==> config.mk <==
export PLATFORM = sky130hd
export DESIGN_NAME = sync_fifo
export DESIGN_NICKNAME = d
export VERILOG_FILES = /design/src/rtl/sync_fifo.sv
export SDC_FILE = /design/constraint.sdc
export NUM_CORES = 1
export LEC_CHECK = 0
export ABC_CLOCK_PERIOD_IN_PS = 3250
export CAP_MARGIN = 40
export CELL_PAD_IN_SITES_DETAIL_PLACEMENT = 0
export CELL_PAD_IN_SITES_GLOBAL_PLACEMENT = 1
export CORE_MARGIN = 4
export CORE_UTILIZATION = 30
export DETAILED_ROUTE_END_ITERATION = 6
export PLACE_DENSITY = 0.51
export SKIP_LAST_GASP = 1
export SLEW_MARGIN = 5
export SYNTH_ARGS = -nofsm -noshare
export SYNTH_HDL_FRONTEND = slang
export SYNTH_SLANG_ARGS = --single-unit
==> constraint.sdc <==
create_clock -name clk_i -period 3.25 [get_ports clk_i]
set_input_delay 0.65 -clock clk_i [delete_from_list [all_inputs] [get_ports clk_i]]
set_output_delay 0.65 -clock clk_i [all_outputs]
set_load 0.01 [all_outputs]
==> src/rtl/sync_fifo.sv <==
// Synchronous FIFO with first-word-fall-through read port; a push into a full
// FIFO is accepted when a pop happens in the same cycle.
module sync_fifo #(
    parameter int WIDTH = 8,
    parameter int DEPTH = 16
) (
    input  logic             clk_i,
    input  logic             rst_ni,
    input  logic             clr_i,
    input  logic             push_i,
    input  logic [WIDTH-1:0] push_data_i,
    input  logic             pop_i,
    output logic [WIDTH-1:0] pop_data_o,
    output logic             full_o,
    output logic             empty_o
);
    localparam int AW = $clog2(DEPTH);

    logic [WIDTH-1:0] r_mem [DEPTH];
    logic [AW-1:0]    r_wr_ptr;
    logic [AW-1:0]    r_rd_ptr;
    logic [AW:0]      r_count;
    logic             w_push;
    logic             w_pop;

    assign full_o     = (r_count == (AW+1)'(DEPTH));
    assign empty_o    = (r_count == '0);
    assign w_pop      = pop_i && !empty_o && !clr_i;
    assign w_push     = push_i && !clr_i && (!full_o || w_pop);
    assign pop_data_o = r_mem[r_rd_ptr];

    // Pointer and occupancy bookkeeping; clr_i flushes.
    always_ff @(posedge clk_i or negedge rst_ni) begin
        if (!rst_ni) begin
            r_wr_ptr <= '0;
            r_rd_ptr <= '0;
            r_count  <= '0;
        end else if (clr_i) begin
            r_wr_ptr <= '0;
            r_rd_ptr <= '0;
            r_count  <= '0;
        end else begin
            r_wr_ptr <= w_push ? r_wr_ptr + AW'(1) : r_wr_ptr;
            r_rd_ptr <= w_pop  ? r_rd_ptr + AW'(1) : r_rd_ptr;
            case ({w_push, w_pop})
                2'b10:   r_count <= r_count + (AW+1)'(1);
                2'b01:   r_count <= r_count - (AW+1)'(1);
                default: r_count <= r_count;
            endcase
        end
    end

    // Storage array; contents are only meaningful below the occupancy count.
    always_ff @(posedge clk_i) begin
        if (w_push) begin
            r_mem[r_wr_ptr] <= push_data_i;
        end else begin
            r_mem[r_wr_ptr] <= r_mem[r_wr_ptr];
        end
    end

endmodule

==> results of run 1 <==
==> kinds of logic after synthesis <==
kind of cell	Yosys count	share of synthesized area
simple gates	67	0.0521
buf+inv	25	0.0214
fa+ha+maj	9	0.0203
flops	141	0.706
compound gates	53	0.0610
xor+xnor	9	0.0133
mux	53	0.126
==> registers in the layout, indices dropped and copies added (netlist names) <==
register and count:
r_rd_ptr 4, r_mem 128, r_wr_ptr 4, r_count 5
==> cell type report <==
cell class | count | area share
timing repair buffer | 49 | 0.0643
multi-input combinational | 191 | 0.227
clock buffer | 19 | 0.0601
sequential | 141 | 0.579
clock inverter | 13 | 0.0195
inverter | 7 | 0.00365
tap | 265 | 0.0461
==> worst max-delay path, cell delays in order (launching register included) <==
cell             delay (ns)
dfrtp_1                0.42
buf_4                  0.19
and2_1                 0.28
a221oi_1               0.42
o21ai_0                0.16
nand2_1                0.12
clkdlybuf4s50_1        0.54
==> power by group through the flow <==
stage	combinational (mW)	clock, mW	sequential [mW]
finish	1.14	1.87	2.09
global route	1.25	2.01	2.09
CTS	1.10	1.91	2.08
detailed placement	1.10	0	2.12
global placement	1.10	0	2.12
floorplan	0.775	0	2.10
==> how the worst min path moves through the flow <==
stage,cells past startpoint,end
floorplan,0,r_count[0]$_DFFE_PN0P_
global placement,1,r_count[2]$_DFFE_PN0P_
detailed placement,1,r_count[3]$_DFFE_PN0P_
CTS,1,r_count[2]$_DFFE_PN0P_
global route,1,r_count[2]$_DFFE_PN0P_
finish,1,r_count[2]$_DFFE_PN0P_
==> timing repair <==
action                                  4_1_cts  5_1_grt
endpoints found under the setup margin        5        8
buffers inserted                              0        1
gates cloned                                  0        1
hold buffers                                  0        0
gates resized for setup                       2        7
==> layout by cell type, fill, tap and decap left out, types with 3 or more instances in the layout <==
cell,Yosys,routed
o21ai_0,18,17
dfrtp_1,13,12
mux2i_1,25,25
inv_1,7,7
a21oi_1,11,9
nand2_1,18,18
nor3_1,5,5
clkinvlp_4,0,3
mux4_2,16,16
clkdlybuf4s50_1,0,21
nor2_1,29,29
a22oi_1,8,8
xor2_1,7,7
edfxtp_1,128,128
buf_4,0,24
clkbuf_16,0,18
mux2_1,3,3
ha_1,8,8
nand2b_1,4,4
a221oi_1,8,6
mux2_2,9,9
inv_6,0,3
==> routing by layer <==
metal  vias up  wire (um)
met3         7        384
met4         0        107
met2        47       5880
met5         -          0
li1       1486          -
met1      1567       5820
==> metrics by stage <==
step / instances / power, mW / setup TNS [ns] / hold slack [ns]
floorplan: 357 / 2.88 / 0 / 0.354
global placement: 651 / 3.22 / 0 / 0.549
detailed placement: 651 / 3.22 / 0 / 0.548
CTS: 683 / 5.10 / 0 / 0.565
global route: 685 / 5.35 / -0.271 / 0.579
finish: 685 / 5.10 / 0 / 0.561
==> flow_summary.ini, run 1 <==
[global_routing]
use_met1 = 0.158
grt_pass1_wl_mm = 19.1
met3_usage = 0.0305
grt_pass1_vias = 3247
gr-usage-met2 = 0.181
antenna_found_initial = 0
grtUsageTotal = 0.117
grt_max_degree = 36
grt.overflow.total = 0
grt-busiest-layer = met2

[logic_synthesis]
netlist_area_sq_mm = 0.00591
syn_inst = 357
seq_area_frac_synth = 0.706
synth-edff-count = 128
async_flop_share = 0.0922
synth.avg_cell_area_sq_um = 16.5
synth.distinct_cells = 40
syn-num-nets = 379
yosysTopAreaCellShare = 0.651
ys_ff_latch = 141
synth_ff_type = edfxtp_1
synthTopCellsByCount = 128 x edfxtp_1, 29 x nor2_1, 25 x mux2i_1
synth_most_common_cell = edfxtp_1
synth_top_area_cell = edfxtp_1
synthTopCellsByArea = edfxtp_1 65%, mux4_2 6.1%, dfrtp_1 5.5%
ys_warn_count = 0

[critical_path]
r2r_slack_ns = 0.44
endpoint_kind = output pin
crit_type = flop to output pin
rr_endpoint = r_count[3]$_DFFE_PN0P_
crit_start = r_rd_ptr[2]$_DFFE_PN0P_
endpoint = pop_data_o[3]
r2r_cells = 10
crit_path_start_kind = flop
cp_max_fo = 9
crit_required_ns = 2.60
worstPathArrival_ns = 2.54
reg2reg_from = r_count[1]$_DFFE_PN0P_

[placed_design]
dp_slack_ns = 0.262
placedInstanceArea_sq_mm = 0.00656
dp_hpwl_mm = 8.17
io_buffer_count = 22
routabilityCongestion = 0.705

[routing]
num_vias = 3107
finalWirelength_mm = 12.2
ant_nets = 0
drt-initial-drc-count = 183
viasPerCell = 4.54
dr.pass1.iters = 5
wl_per_cell_um = 17.8
route.detailed.drc = 0

[power_and_ir_drop]
switchingPower_mw = 1.35
combPwrFrac = 0.223
peakVddDrop_v = 0.000396
seqPwrFrac = 0.409
swShare = 0.265
power.density_mw_per_mm2 = 708
clkPwrFrac = 0.368
power.leakage_nw = 2.42
internal-power_mw = 3.75

[cells_and_area]
drive_gt1_frac = 0.226
fin_area_sq_mm = 0.00720
fin_nets = 429
post-route-util = 0.371
ff_latch_area_sq_mm = 0.00417
multiInputGateArea_sq_mm = 0.00164
n_fill_cell = 1848
areaGrowthSynthToFinish_pct = 21.9
n_antenna_cell = 0

[floorplan]
die_h_um = 148
core_area_sq_mm = 0.0194
rows = 51
ios = 23
die-area_sq_mm = 0.0220
die_w_um = 148
initial_core_util = 0.305

[sta]
fin_ws_ns = 0.0579
finalHoldViolCount = 0
finClkSkew_ns = 0.00668
maxSlewViolCount = 0
period_share = 0.982
max_slew.worst_pin.slew_ns = 0.664
rsz0062_at_grt = true
relSlewSlack = 0.558
setup_violations = 0
period_needed_ns = 3.19
fmax_mhz = 313

[worst_hold_path]
min_from = r_count[2]$_DFFE_PN0P_
hold_class = flop to flop

[run]
cap_violations = 0

[clock_network]
htreeDepth = 4
cts-buffers-inserted = 17
clk_pin_slew_ns = 0.06
cts_tree = yes
clock_latency_ns = 0.41
clkSinkCount = 141
cts.path.max_buffers = 2
clockRootBuffer = clkbuf_16

[outcome]
status = completed
No activity file was read; power rests on OpenSTA's default activity.
==> run 2, diff against run 1 <==
Settings changed: REMOVE_ABC_BUFFERS set to 1.
==> run 2 against run 1 <==
  * Sequential power about the same
  * Fmax about the same
  * First-iteration DRC count increased by 23%
  * Clock-buffer cell count shrank 2
  * Cell count up 0.73%
  * Hold slack improved by 0.0019 ns
  * Critical path type unchanged
  * Largest cell class unchanged
==> flow_summary.ini, run 2 (same netlist as run 1, synthesis figures left out) <==
[critical_path]
r2r_slack_ns = 0.40
reg2reg_from = r_count[1]$_DFFE_PN0P_
cpLargestDelayFamily = buffers and inverters
path_buf_inv = 2
cp_slowest_stage_delay_ns = 0.56
cp_max_fo = 13
slowest_stage = mux4_2
endpoint_kind = output pin
rr_endpoint = r_count[3]$_DFFE_PN0P_
worstPathArrival_ns = 2.54
path_cells = clkbuf_16, mux4_2, a22oi_1, nand2_1, clkdlybuf4s50_1
r2r_cells = 10
crit_type = flop to output pin
crit_path_start_kind = flop
crit_required_ns = 2.60

[worst_hold_path]
holdPathStages = 1
min_from = r_count[3]$_DFFE_PN0P_
min_to = r_count[3]$_DFFE_PN0P_
hold_class = flop to flop

[floorplan]
initial_core_util = 0.305
die_w_um = 148
die_h_um = 148
die-area_sq_mm = 0.0220
core_area_sq_mm = 0.0194
ios = 23
rows = 51

[cells_and_area]
drive_gt1_frac = 0.242
fin_cells = 690
n_fill_cell = 1853
n_antenna_cell = 0
areaGrowthSynthToFinish_pct = 23.1
final_cell_mix = 128 x edfxtp_1, 29 x nor2_1, 28 x buf_4
top_regs = r_mem (128), r_count (5)
fin_nets = 434
largest_register_ff_count = 128
layout_commonest_cell = edfxtp_1
fin_area_sq_mm = 0.00727
regMostFlops = r_mem

[clock_network]
cts_tree = yes
htreeDepth = 4
cts-hold-fix-buffers = 0
clockRootBuffer = clkbuf_16
cts-buffers-inserted = 17
clock_latency_ns = 0.42
clk_pin_slew_ns = 0.06
clkSinkCount = 141
cts.path.max_buffers = 2

[routing]
route.detailed.drc = 0
drt-initial-drc-count = 226
ant_nets = 0
finalWirelength_mm = 13.7
wl_per_cell_um = 19.9
dr.pass1.iters = 4
num_vias = 3203
viasPerCell = 4.64

[power_and_ir_drop]
power.leakage_nw = 2.45
power.density_mw_per_mm2 = 718
power.total_mw = 5.22
peakVddDrop_v = 0.000418

[global_routing]
grt_pass1_vias = 3327
grt_pass1_wl_mm = 20.2
grtUsageTotal = 0.127
grt.overflow.total = 0
antenna_found_initial = 0
grt_max_degree = 52

[placed_design]
dp_hpwl_mm = 8.57
routabilityCongestion = 0.766
io_buffer_count = 22
placedInstanceArea_sq_mm = 0.00658
dp_slack_ns = 0.245
placedCellCount = 654

[sta]
finClkSkew_ns = 0.00893
period_needed_ns = 3.19
finalHoldViolCount = 0
fmax_mhz = 313
relSlewSlack = 0.550
rsz0062_at_grt = true
max_slew.worst_pin.slew_ns = 0.673
fin_ws_ns = 0.0577
maxSlewViolCount = 0
setup_violations = 0
period_share = 0.982
tns_ns = 0

[run]
cap_violations = 0

[outcome]
status = completed
-- run 2: changes by cell type in the layout (fill, tap and decap cells not counted), moves of 2 or more --
cell | before | now
clkinv_4 | 2 | 4
a21oi_2 | 2 | 0
clkbuf_1 | 2 | 0
a21oi_1 | 9 | 11
buf_4 | 24 | 28
clkinvlp_4 | 3 | 5
-- run 2: final cells by class --
class                           count  area, sq um  area share
Inverter                            7         26.3     0.00361
Clock inverter                     15          164      0.0225
Clock buffer                       17          425      0.0585
Tap cell                          265          332      0.0456
Sequential cell                   141         4170       0.574
Timing Repair Buffer               54          519      0.0714
Multi-Input combinational cell    191         1630       0.225
-- run 2: how the worst max path moves through the flow --
stage                            startpoint                endpoint  cells after the start
floorplan           r_rd_ptr[0]$_DFFE_PN0P_           pop_data_o[0]                      3
global placement                      pop_i  r_count[3]$_DFFE_PN0P_                     10
detailed placement                    pop_i  r_count[3]$_DFFE_PN0P_                     10
CTS                 r_rd_ptr[0]$_DFFE_PN0P_           pop_data_o[3]                      5
global route        r_rd_ptr[0]$_DFFE_PN0P_           pop_data_o[2]                      5
finish              r_rd_ptr[0]$_DFFE_PN0P_           pop_data_o[2]                      5
-- run 2: stage by stage --
stage,hold slack [ns],utilization
floorplan,0.354,-
global placement,0.545,0.339
detailed placement,0.550,0.339
CTS,0.568,0.370
global route,0.585,0.375
finish,0.563,0.375
-- run 2: worst reg2reg max path: cells and delay by family, from the launching register on --
kind                       cells  cell delay, ns
and+or+nand+nor                3            0.87
AOI/OAI and AO/OA              3            0.63
DFF                            1            0.42
muxes                          1            0.29
adders and majority gates      1            0.28
xor gates and xnor gates       1            0.16
buffers and inverters          1            0.09
-- run 2: power breakdown --
| group | switching, mW | internal [mW] | leakage (nW) |
|---|---|---|---|
| sequential | 0.0668 | 2.03 | 1.33 |
| combinational | 0.601 | 0.619 | 0.854 |
| clock | 0.767 | 1.14 | 0.272 |
| total | 1.43 | 3.79 | 2.45 |
-- run 2: repair_timing --
item / CTS / global route
resized for setup: 0 / 7
setup buffers: 0 / 1
endpoints found under the setup margin: 0 / 8
hold endpoints to repair: 0 / 0
-- run 2: metal layers --
metal,GRT usage,routed length (um)
met5,0,0
met4,0.0388,173
met3,0.0332,413
met2,0.193,6440
met1,0.178,6710
==> run 3, diff against run 2 <==
Settings changed: CORE_MARGIN 4 to not set.
==> run 3 against run 2 <==
  * Register-to-register slack lost 0.03 ns
  * Clock power grew 5%
  * Cell count shrank 1.3%
  * Wire length down 8.1%
  * Highest routed layer unchanged
  * Combinational power about the same
  * Global-route usage up 1.0 points
  * Utilization rose by 0.89 points
  * First-iteration DRC count down 0.44%
==> flow_summary.ini, run 3 (same netlist as run 1, synthesis figures left out) <==
[outcome]
status = completed

[clock_network]
cts_tree = yes
cts-buffers-inserted = 17
clkSinkCount = 141
clock_latency_ns = 0.41
clockRootBuffer = clkbuf_16
cts.path.max_buffers = 2
cts-hold-fix-buffers = 0
htreeDepth = 4
clk_pin_slew_ns = 0.06

[cells_and_area]
fin_nets = 430
areaGrowthSynthToFinish_pct = 23.5
regMostFlops = r_mem
drive_gt1_frac = 0.238
n_antenna_cell = 0
n_fill_cell = 1823
multiInputGateArea_sq_mm = 0.00166
ff_latch_area_sq_mm = 0.00417
final_cell_mix = 128 x edfxtp_1, 29 x nor2_1, 25 x mux2i_1
top_regs = r_mem (128), r_count (5)
largest_register_ff_count = 128
layout_commonest_cell = edfxtp_1

[global_routing]
grtUsageTotal = 0.137
grt.overflow.total = 0
grt_pass1_vias = 3238
grt_pass1_wl_mm = 19.6
grt_max_degree = 27
antenna_found_initial = 0

[sta]
finalHoldViolCount = 0
max_slew.worst_pin.slew_ns = 0.717
rsz0062_at_grt = true
finClkSkew_ns = 0.00737
fmax_mhz = 317
tns_ns = 0
whs_ns = 0.555
period_share = 0.971
setup_violations = 0
relSlewSlack = 0.522
maxSlewViolCount = 0
period_needed_ns = 3.16
fin_ws_ns = 0.0941

[power_and_ir_drop]
power.total_mw = 5.32
seqPwrFrac = 0.392
switchingPower_mw = 1.43
swShare = 0.269
power.density_mw_per_mm2 = 729
combPwrFrac = 0.233
power.leakage_nw = 2.47
peakVddDrop_v = 0.000355
clkPwrFrac = 0.375
internal-power_mw = 3.89

[routing]
drt-initial-drc-count = 225
wl_per_cell_um = 18.5
route.detailed.drc = 0
ant_nets = 0
viasPerCell = 4.55
finalWirelength_mm = 12.6
num_vias = 3101
dr.pass1.iters = 4

[worst_hold_path]
min_from = r_count[2]$_DFFE_PN0P_
hold_class = flop to flop
holdPathStages = 1

[critical_path]
cp_max_fo = 13
crit_path_start_kind = flop
crit_type = flop to output pin
crit_required_ns = 2.60
worstPathArrival_ns = 2.51
endpoint_kind = output pin
r2r_cells = 10
reg2reg_from = r_count[0]$_DFFE_PN0P_
crit_start = r_rd_ptr[0]$_DFFE_PN0P_

[floorplan]
core_area_sq_mm = 0.0190
die_h_um = 142
die-area_sq_mm = 0.0203
rows = 50
die_w_um = 142
ios = 23
initial_core_util = 0.311

[placed_design]
dp_slack_ns = 0.190
routabilityCongestion = 0.736
dp_hpwl_mm = 8.25
io_buffer_count = 22

[run]
cap_violations = 0
==> run 3: cell types whose count changed in the layout (fill, tap and decap cells not counted), sizes merged <==
cell	delta
clkinvlp	-4
buf	-3
bufinv	+1
clkinv	+1
inv	+1
==> run 3: per-layer routing <==
metal / vias up / share of wire / track usage
met5: - / 0 / 0
met1: 1565 / 0.50 / 0.194
met3: 11 / 0.022 / 0.0273
met2: 36 / 0.46 / 0.205
met4: 0 / 0.012 / 0.0543
li1: 1489 / - / -
==> run 3: critical path: stages, from the launching register on <==
cell,delay [ns]
dfrtp_2,0.45
buf_12,0.15
clkbuf_16,0.19
mux2i_1,0.15
a221oi_2,0.30
o21ai_0,0.14
nand2_1,0.15
clkdlybuf4s50_1,0.56
==> run 3: through the flow <==
stage / cell area (sq um) / cells / util
2_1_floorplan: 5810 / 339 / -
3_3_place_gp: 6550 / 645 / 0.344
3_5_place_dp: 6560 / 646 / 0.345
4_1_cts: 7210 / 679 / 0.379
5_1_grt: 7300 / 681 / 0.384
6_report: 7300 / 681 / 0.384
==> run 3: worst paths after layout <==
| kind | slack, ns | to |
|---|---|---|
| worst max-delay path | 0.09 | pop_data_o[2] |
| worst min-delay path | 0.56 | r_count[2]$_DFFE_PN0P_ |
| worst max register to register | 0.37 | r_count[3]$_DFFE_PN0P_ |
| worst min register to register | 0.56 | r_count[2]$_DFFE_PN0P_ |
| max in group asynchronous | 2.15 | r_rd_ptr[0]$_DFFE_PN0P_ |
| min in group asynchronous | 0.64 | r_count[1]$_DFFE_PN0P_ |
==> run 3: timing repair <==
action / CTS / global route
setup endpoints to repair: 5 / 8
resized for setup: 2 / 9
buffers inserted: 0 / 1
cloned: 1 / 1
==> run 3: power by group through the flow <==
stage | Sequential (mW) | Combinational [mW] | Clock (mW)
2_1_floorplan | 2.23 | 0.619 | 0
3_3_place_gp | 2.11 | 1.13 | 0
3_5_place_dp | 2.12 | 1.13 | 0
4_1_cts | 2.09 | 1.20 | 2.04
5_1_grt | 2.09 | 1.35 | 2.11
6_report | 2.08 | 1.24 | 1.99
==> run 3: area by class of cell <==
type	count	share of cell area
Clock inverter	14	0.0254
Sequential cell	141	0.571
Inverter	7	0.00360
Timing Repair Buffer	50	0.0691
Multi-Input combinational cell	191	0.227
Clock buffer	18	0.0588
Tap cell	260	0.0446
